--- src/rtl/cpu_pkg.sv ---
// Shared pipeline types for the memory-access stage: Execute/Writeback payloads,
// control bits, MA state encoding and the default data-memory timeout.
package cpu_pkg;

   localparam int DMEM_TIMEOUT_DEF = 16;

   typedef struct packed {
      logic isLd;
      logic isSt;
      logic isCall;
      logic isWb;
   } ctrl_t;

   typedef struct packed {
      logic [31:0] pc;
      logic [31:0] instr;
      ctrl_t       ctrl;
      logic [31:0] alu_result;
      logic [31:0] op2;
   } Ex_Ma_t;

   typedef struct packed {
      logic [31:0] pc;
      logic [31:0] instr;
      ctrl_t       ctrl;
      logic [31:0] alu_result;
      logic [31:0] Ld_load;
   } Ma_Wb_t;

   // Portion of an instruction that must survive an outstanding memory access
   typedef struct packed {
      logic [31:0] pc;
      logic [31:0] instr;
      ctrl_t       ctrl;
      logic [31:0] alu_result;
   } ma_hold_t;

   typedef enum logic [0:0] {
      MA_IDLE   = 1'b0,
      MA_ACCESS = 1'b1
   } ma_state_e;

   localparam Ma_Wb_t   MA_WB_ZERO   = {$bits(Ma_Wb_t){1'b0}};
   localparam ma_hold_t MA_HOLD_ZERO = {$bits(ma_hold_t){1'b0}};

   function automatic logic is_mem(input ctrl_t c);
      return c.isLd | c.isSt;
   endfunction

   function automatic ma_hold_t to_hold(input Ex_Ma_t ex);
      ma_hold_t h;
      h.pc         = ex.pc;
      h.instr      = ex.instr;
      h.ctrl       = ex.ctrl;
      h.alu_result = ex.alu_result;
      return h;
   endfunction

   // keep_wb=0 retires the instruction without a register-file write
   function automatic Ma_Wb_t retire_rec(input ma_hold_t h, input logic keep_wb,
                                         input logic [31:0] load);
      Ma_Wb_t r;
      r.pc          = h.pc;
      r.instr       = h.instr;
      r.ctrl        = h.ctrl;
      r.ctrl.isWb   = h.ctrl.isWb & keep_wb;
      r.alu_result  = h.alu_result;
      r.Ld_load     = load;
      return r;
   endfunction

endpackage

--- src/rtl/ma_dmem_ctrl.sv ---
// Data-memory access controller: IDLE/ACCESS FSM, wait-state timeout counter and
// registered dmem_req/we/addr/wdata drive.
module ma_dmem_ctrl
   import cpu_pkg::*;
#(
   parameter int DMEM_TIMEOUT = DMEM_TIMEOUT_DEF,
   parameter int AW           = 32
) (
   input  logic          clk,
   input  logic          rst,
   input  logic          issue,
   input  logic          issue_we,
   input  logic [AW-1:0] issue_addr,
   input  logic [31:0]   issue_wdata,
   input  logic          dmem_ack,
   output ma_state_e     state,
   output logic          acked,
   output logic          timed_out,
   output logic          dmem_req,
   output logic          dmem_we,
   output logic [AW-1:0] dmem_addr,
   output logic [31:0]   dmem_wdata
);

   localparam int            CW       = (DMEM_TIMEOUT > 2) ? $clog2(DMEM_TIMEOUT) : 1;
   localparam logic [CW-1:0] CNT_LAST = CW'(DMEM_TIMEOUT - 1);
   localparam logic [CW-1:0] CNT_ZERO = {CW{1'b0}};
   localparam logic [CW-1:0] CNT_ONE  = CW'(1);

   localparam logic [0:0] ST_IDLE   = 1'b0;
   localparam logic [0:0] ST_ACCESS = 1'b1;

   logic [0:0]    fsm;
   logic [CW-1:0] cnt;
   logic          in_access;

   assign in_access = (fsm == ST_ACCESS);
   assign state     = in_access ? MA_ACCESS : MA_IDLE;
   // An ack on the final counted cycle still completes the access normally
   assign acked     = in_access & dmem_ack;
   assign timed_out = in_access & ~dmem_ack & (cnt == CNT_LAST);

   // FSM, wait counter and request strobe
   always_ff @(posedge clk) begin
      if (!rst) begin
         fsm      <= ST_IDLE;
         cnt      <= CNT_ZERO;
         dmem_req <= 1'b0;
      end else begin
         case (fsm)
            ST_IDLE: begin
               if (issue) begin
                  fsm      <= ST_ACCESS;
                  cnt      <= CNT_ZERO;
                  dmem_req <= 1'b1;
               end else begin
                  fsm      <= ST_IDLE;
                  cnt      <= CNT_ZERO;
                  dmem_req <= 1'b0;
               end
            end
            ST_ACCESS: begin
               if (acked || timed_out) begin
                  fsm      <= ST_IDLE;
                  cnt      <= CNT_ZERO;
                  dmem_req <= 1'b0;
               end else begin
                  fsm      <= ST_ACCESS;
                  cnt      <= cnt + CNT_ONE;
                  dmem_req <= 1'b1;
               end
            end
            default: begin
               fsm      <= ST_IDLE;
               cnt      <= CNT_ZERO;
               dmem_req <= 1'b0;
            end
         endcase
      end
   end

   // Request qualifiers latch on issue and stay stable for the whole access
   always_ff @(posedge clk) begin
      if (!rst) begin
         dmem_we    <= 1'b0;
         dmem_addr  <= {AW{1'b0}};
         dmem_wdata <= 32'h0000_0000;
      end else if (issue && !in_access) begin
         dmem_we    <= issue_we;
         dmem_addr  <= issue_addr;
         dmem_wdata <= issue_wdata;
      end else begin
         dmem_we    <= dmem_we;
         dmem_addr  <= dmem_addr;
         dmem_wdata <= dmem_wdata;
      end
   end

endmodule

--- src/rtl/ma_stage.sv ---
// Memory-access pipeline stage: retires non-memory instructions in one cycle and
// stalls on loads/stores until dmem ack or timeout. Optional macro MA_ALIGN_CHK_EN.
module ma_stage
   import cpu_pkg::*;
#(
   parameter int DMEM_TIMEOUT = DMEM_TIMEOUT_DEF,
   parameter int AW           = 32
) (
   input  logic          clk,
   input  logic          rst,
   input  logic          start,
   input  Ex_Ma_t        Ex_Ma_q,
   input  logic          Ex_Ma_vld,
   output logic          ma_stall,
   output logic          dmem_req,
   output logic          dmem_we,
   output logic [AW-1:0] dmem_addr,
   output logic [31:0]   dmem_wdata,
   input  logic [31:0]   dmem_rdata,
   input  logic          dmem_ack,
   output Ma_Wb_t        Ma_Wb_q,
   output logic          Ma_Wb_vld,
   output logic          ma_err
);

   ma_state_e state;
   ma_hold_t  hold;
   logic      accept;
   logic      mem_op;
   logic      misalign;
   logic      issue;
   logic      align_fault;
   logic      acked;
   logic      timed_out;

`ifdef MA_ALIGN_CHK_EN
   assign misalign = (Ex_Ma_q.alu_result[1:0] != 2'b00);
`else
   assign misalign = 1'b0;
`endif

   assign ma_stall    = (state == MA_ACCESS);
   assign accept      = ~ma_stall & start & Ex_Ma_vld;
   assign mem_op      = accept & is_mem(Ex_Ma_q.ctrl);
   assign issue       = mem_op & ~misalign;
   assign align_fault = mem_op & misalign;

   ma_dmem_ctrl #(
      .DMEM_TIMEOUT (DMEM_TIMEOUT),
      .AW           (AW)
   ) u_dmem_ctrl (
      .clk         (clk),
      .rst         (rst),
      .issue       (issue),
      .issue_we    (Ex_Ma_q.ctrl.isSt),
      .issue_addr  (Ex_Ma_q.alu_result[AW-1:0]),
      .issue_wdata (Ex_Ma_q.op2),
      .dmem_ack    (dmem_ack),
      .state       (state),
      .acked       (acked),
      .timed_out   (timed_out),
      .dmem_req    (dmem_req),
      .dmem_we     (dmem_we),
      .dmem_addr   (dmem_addr),
      .dmem_wdata  (dmem_wdata)
   );

   // Hold register keeps the memory instruction while the access is outstanding
   always_ff @(posedge clk) begin
      if (!rst) begin
         hold <= MA_HOLD_ZERO;
      end else if (issue) begin
         hold <= to_hold(Ex_Ma_q);
      end else begin
         hold <= hold;
      end
   end

   // Writeback output register; Ma_Wb_q holds between retirements
   always_ff @(posedge clk) begin
      if (!rst) begin
         Ma_Wb_q   <= MA_WB_ZERO;
         Ma_Wb_vld <= 1'b0;
      end else if (acked) begin
         Ma_Wb_q   <= retire_rec(hold, 1'b1, hold.ctrl.isLd ? dmem_rdata : 32'h0000_0000);
         Ma_Wb_vld <= 1'b1;
      end else if (timed_out) begin
         Ma_Wb_q   <= retire_rec(hold, 1'b0, 32'h0000_0000);
         Ma_Wb_vld <= 1'b1;
      end else if (accept && !issue) begin
         Ma_Wb_q   <= retire_rec(to_hold(Ex_Ma_q), ~align_fault, 32'h0000_0000);
         Ma_Wb_vld <= 1'b1;
      end else begin
         Ma_Wb_q   <= Ma_Wb_q;
         Ma_Wb_vld <= 1'b0;
      end
   end

   // Sticky error: timed-out access or rejected misaligned access
   always_ff @(posedge clk) begin
      if (!rst) begin
         ma_err <= 1'b0;
      end else if (timed_out || align_fault) begin
         ma_err <= 1'b1;
      end else begin
         ma_err <= ma_err;
      end
   end

endmodule

--- config.mk ---
export PLATFORM = sky130hd
export DESIGN_NAME = ma_stage
export DESIGN_NICKNAME = d
export VERILOG_FILES = /design/src/rtl/cpu_pkg.sv /design/src/rtl/ma_dmem_ctrl.sv /design/src/rtl/ma_stage.sv
export SDC_FILE = /design/constraint.sdc
export NUM_CORES = 1
export LEC_CHECK = 0
export BUFFER_PORTS_ARGS = -buffer_cell sky130_fd_sc_hd__buf_4
export CORE_MARGIN = 3
export CORE_UTILIZATION = 48
export CTS_BUF_LIST = sky130_fd_sc_hd__clkbuf_4 sky130_fd_sc_hd__clkbuf_8
export DETAILED_ROUTE_END_ITERATION = 7
export HOLD_SLACK_MARGIN = 0.08
export PLACE_DENSITY = 0.78
export SYNTH_ARGS = -nofsm -noshare
export SYNTH_HDL_FRONTEND = slang
export SYNTH_SLANG_ARGS = --single-unit
--- constraint.sdc ---
create_clock -name clk -period 1.65 [get_ports clk]
set_input_delay 0.165 -clock clk [delete_from_list [all_inputs] [get_ports clk]]
set_output_delay 0.165 -clock clk [all_outputs]
set_load 0.005 [all_outputs]
==> impl_metrics.csv <==
group,metric,value,unit
min_path,hold_start,"dmem_rdata[7]",
run_status,status,"finished, violations left",
worst_setup_path,r2r-end,"Ma_Wb_q[18]$_SDFFE_PN0P_",
cts,path_clk_slew,60,ps
drt,num_vias,13130,
sta,period_share,103,%
sta,worst_pin_slew,435,ps
global_route,antenna_found_initial,1,
worst_setup_path,start_kind,"flop",
final_layout,drive_above_1_share,30.1,%
sta,rsz0062_at_grt,"true",
place,dp_worst_setup_slack,-74.4,ps
synth,synthSimpleGateAreaFrac,6.47,%
final_layout,area_delta_synth_final,50.4,%
floorplanning,coreArea,0.0253,mm^2
floorplanning,fp.dieW,167,um
place,dp_hpwl,24.6,mm
sta,slew_violations,0,
worst_setup_path,path_max_fanout,16,
cts,cts_tree,"done",
sta,timing.final.ws_setup,-44.4,ps
synth,synth_compound_gate_area_share,38.2,%
drt,drc_errors,0,
cts,htree_levels,2,
sta,maxSlewHeadroom,71.0,%
synth,synthesis.area,0.0125,mm^2
global_route,grt.overflow.total,0,
floorplanning,io_pins,370,
sta,skew,26.2,ps
floorplanning,start_util,49.2,%
power_and_ir_drop,power,0.0174,W
drt,routed_wl,45.0,mm
min_path,hp-class,"input pin to flop",
power_and_ir_drop,seqPwrFrac,44.9,%
floorplanning,die_y,167,um
power_and_ir_drop,power_switching,0.00440,W
synth,syn_nets,1475,
place,place.gp.congestion,0.809,
worst_setup_path,r2r_cells,5,
synth,synthTopCellsByArea,"dfxtp_1, a32o_1, o221a_1, a21oi_1, o21ai_0",
worst_setup_path,required,2140,ps
drt,via_per_inst,6.11,
cts,clk_latency,560,ps
cts,cts_root_buffer,"clkbuf_8",
global_route,grt_pass1_vias,12895,
min_path,hold_end,"Ma_Wb_q[7]$_SDFFE_PN0P_",
power_and_ir_drop,switching_share,25.3,%
power_and_ir_drop,vdd_drop_max,0.782,mV
power_and_ir_drop,powerDensity,929,mW/mm^2
synth,synthAdderAreaFrac,0.100,%
cts,cts.path.max_buffers,3,
sta,setup_viol_count_final,22,
synth,seq_area_frac_synth,48.9,%
final_layout,final_common_cell,"buf_4",
power_and_ir_drop,p_clk_share,40.1,%
synth,synthXorXnorAreaFrac,0.141,%
synth,synth_top_family_by_area,"compound AO/OA/AOI/OAI gates",
synth,synth.avg_cell_area,9.54,um^2
global_route,grt_max_degree,86,
drt,wl_per_cell,21.0,um
drt,drt_pass1_iterations,5,
run_status,violations,"setup timing",
synth,muxShareOfSynthArea,0,%
final_layout,nets,1952,
drt,drtAntennaViolNets,0,
sta,post-route-min-period,1690,ps
power_and_ir_drop,intPower,0.0130,W
min_path,worstHoldPathCells,3,
power_and_ir_drop,combPwrFrac,15.0,%
synth,synth_top_area_share,48.9,%
floorplanning,fp-row-count,58,
worst_setup_path,worstPathArrival,2180,ps
final_layout,final_cell_mix,"buf_4, dfxtp_1, dlygate4sd3_1, a21oi_1, o21ai_0",
sta,timing.hold.ws,379,ps
job,drv_cap,0,
synth,syn_inst,1305,
worst_setup_path,r2r_start,"u_dmem_ctrl.fsm$_SDFF_PN0_",
drt,drt_iter0_markers,1357,
place,port_buffers,369,
final_layout,final_util,74.0,%
power_and_ir_drop,leakagePower,7.45,nW
worst_setup_path,rrSetupSlack,-40,ps
sta,finalHoldViolCount,0,
global_route,grtUsageTotal,29.4,%
global_route,grt_pass1_wl,69.4,mm
cts,cts.sinks,304,
synth,synthDistinctLibCells,39,
sta,fmax,590,MHz
synth,yosys_register_bits,304,
worst_setup_path,end_kind,"flop",
worst_setup_path,path_class,"flop to flop",
synth,yosysWarnings,0,
floorplanning,dieArea,0.0279,mm^2
cts,cts_made_buffers,50,
synth,yosysTopAreaCell,"dfxtp_1",
-- state kept, by name, indices dropped and copies added (netlist names) --
signal and cells:
u_dmem_ctrl.dmem_addr 32, ma_err 1, Ma_Wb_vld 1, u_dmem_ctrl.cnt 4
Ma_Wb_q 132, u_dmem_ctrl.fsm 1, u_dmem_ctrl.dmem_we 1, hold 100
u_dmem_ctrl.dmem_wdata 32
-- area by class of cell --
cell class,count,area (um^2)
Tap cell,330,413
Fill cell,1710,6590
Multi-Input combinational cell,822,5670
Inverter,3,20.0
Clock inverter,5,52.6
Timing Repair Buffer,601,5480
Sequential cell,304,6090
Clock buffer,83,1010
Antenna cell,1,2.50
-- worst max-delay path by stage --
stage / start / to / depth (start not counted)
6_report: u_dmem_ctrl.fsm$_SDFF_PN0_ / Ma_Wb_q[18]$_SDFFE_PN0P_ / 5
5_1_grt: u_dmem_ctrl.fsm$_SDFF_PN0_ / u_dmem_ctrl.dmem_wdata[29]$_SDFFE_PN0P_ / 5
4_1_cts: u_dmem_ctrl.fsm$_SDFF_PN0_ / u_dmem_ctrl.dmem_wdata[29]$_SDFFE_PN0P_ / 5
3_5_place_dp: u_dmem_ctrl.fsm$_SDFF_PN0_ / Ma_Wb_q[13]$_SDFFE_PN0P_ / 5
3_3_place_gp: u_dmem_ctrl.fsm$_SDFF_PN0_ / Ma_Wb_q[28]$_SDFFE_PN0P_ / 5
2_1_floorplan: u_dmem_ctrl.cnt[0]$_SDFF_PP0_ / Ma_Wb_q[101]$_SDFFE_PN0P_ / 7
-- critical path: stages (launching register included) --
cell and delay (ps):
dfxtp_4 350, and3b_4 260, buf_12 160, a221oi_4 460
clkbuf_16 270, a22o_1 130
-- power by group through the flow --
stage / clock [W] / sequential, W / combinational [W]
global placement: 0 / 0.00795 / 0.00209
detailed placement: 0 / 0.00796 / 0.00213
CTS: 0.00705 / 0.00781 / 0.00248
finish: 0.00697 / 0.00782 / 0.00262
floorplan: 0 / 0.00795 / 0.00104
global route: 0.00742 / 0.00784 / 0.00279
-- layer usage --
layer  global-route usage, %  wire length [um]  vias up  part of all wire [%]
met5                       0                 0        -                     0
met4                    13.9              2050        0                   4.6
met3                    6.89              3490      139                   7.8
met2                    49.1             22000      643                    49
met1                    36.0             17400     6352                    39
li1                        -                 -     5996                     -
-- kinds of logic (layout without fill, tap and decap cells) --
group / Yosys count / count (layout)
buffers and inverters: 180 / 692
other: 0 / 1
AO/OA/AOI/OAI: 658 / 659
adder cells (fa/ha/maj): 1 / 1
flip-flops: 304 / 304
AND/OR/NAND/NOR: 160 / 160
XOR/XNOR: 2 / 2
-- cell usage after synthesis (all sizes together) --
library cell,number
o22ai,3
nand3b,1
o32a,1
ha,1
and2,1
buf,65
a221oi,1
nor3,4
a31o,1
xor2,1
o21ai,164
o31ai,1
or2,1
nand2,9
dfxtp,304
and3b,1
a21oi,165
a311oi,2
a31oi,1
nand4b,2
a22o,32
nand3,135
o21a,1
and3,1
a21boi,95
nor2,5
inv,3
o221a,96
xnor2,1
clkbuf,112
a32o,95
-- timing repair --
item,in CTS,in global routing
setup endpoints to repair,35,82
buffers inserted,1,10
hold buffers,168,0
gates resized for setup,1,23
gates cloned,1,7
pin swaps,0,6
endpoints found under the hold margin,296,0
-- stage by stage --
step | cell area, um^2 | std cells | setup TNS (ps)
2_1_floorplan | 12500 | 1305 | 0
3_3_place_gp | 15700 | 1874 | -562
3_5_place_dp | 15700 | 1874 | -1430
4_1_cts | 18500 | 2132 | 0
5_1_grt | 18700 | 2149 | -1700
6_report | 18700 | 2149 | -595
Note: power is estimated with default switching activity, not from simulation.
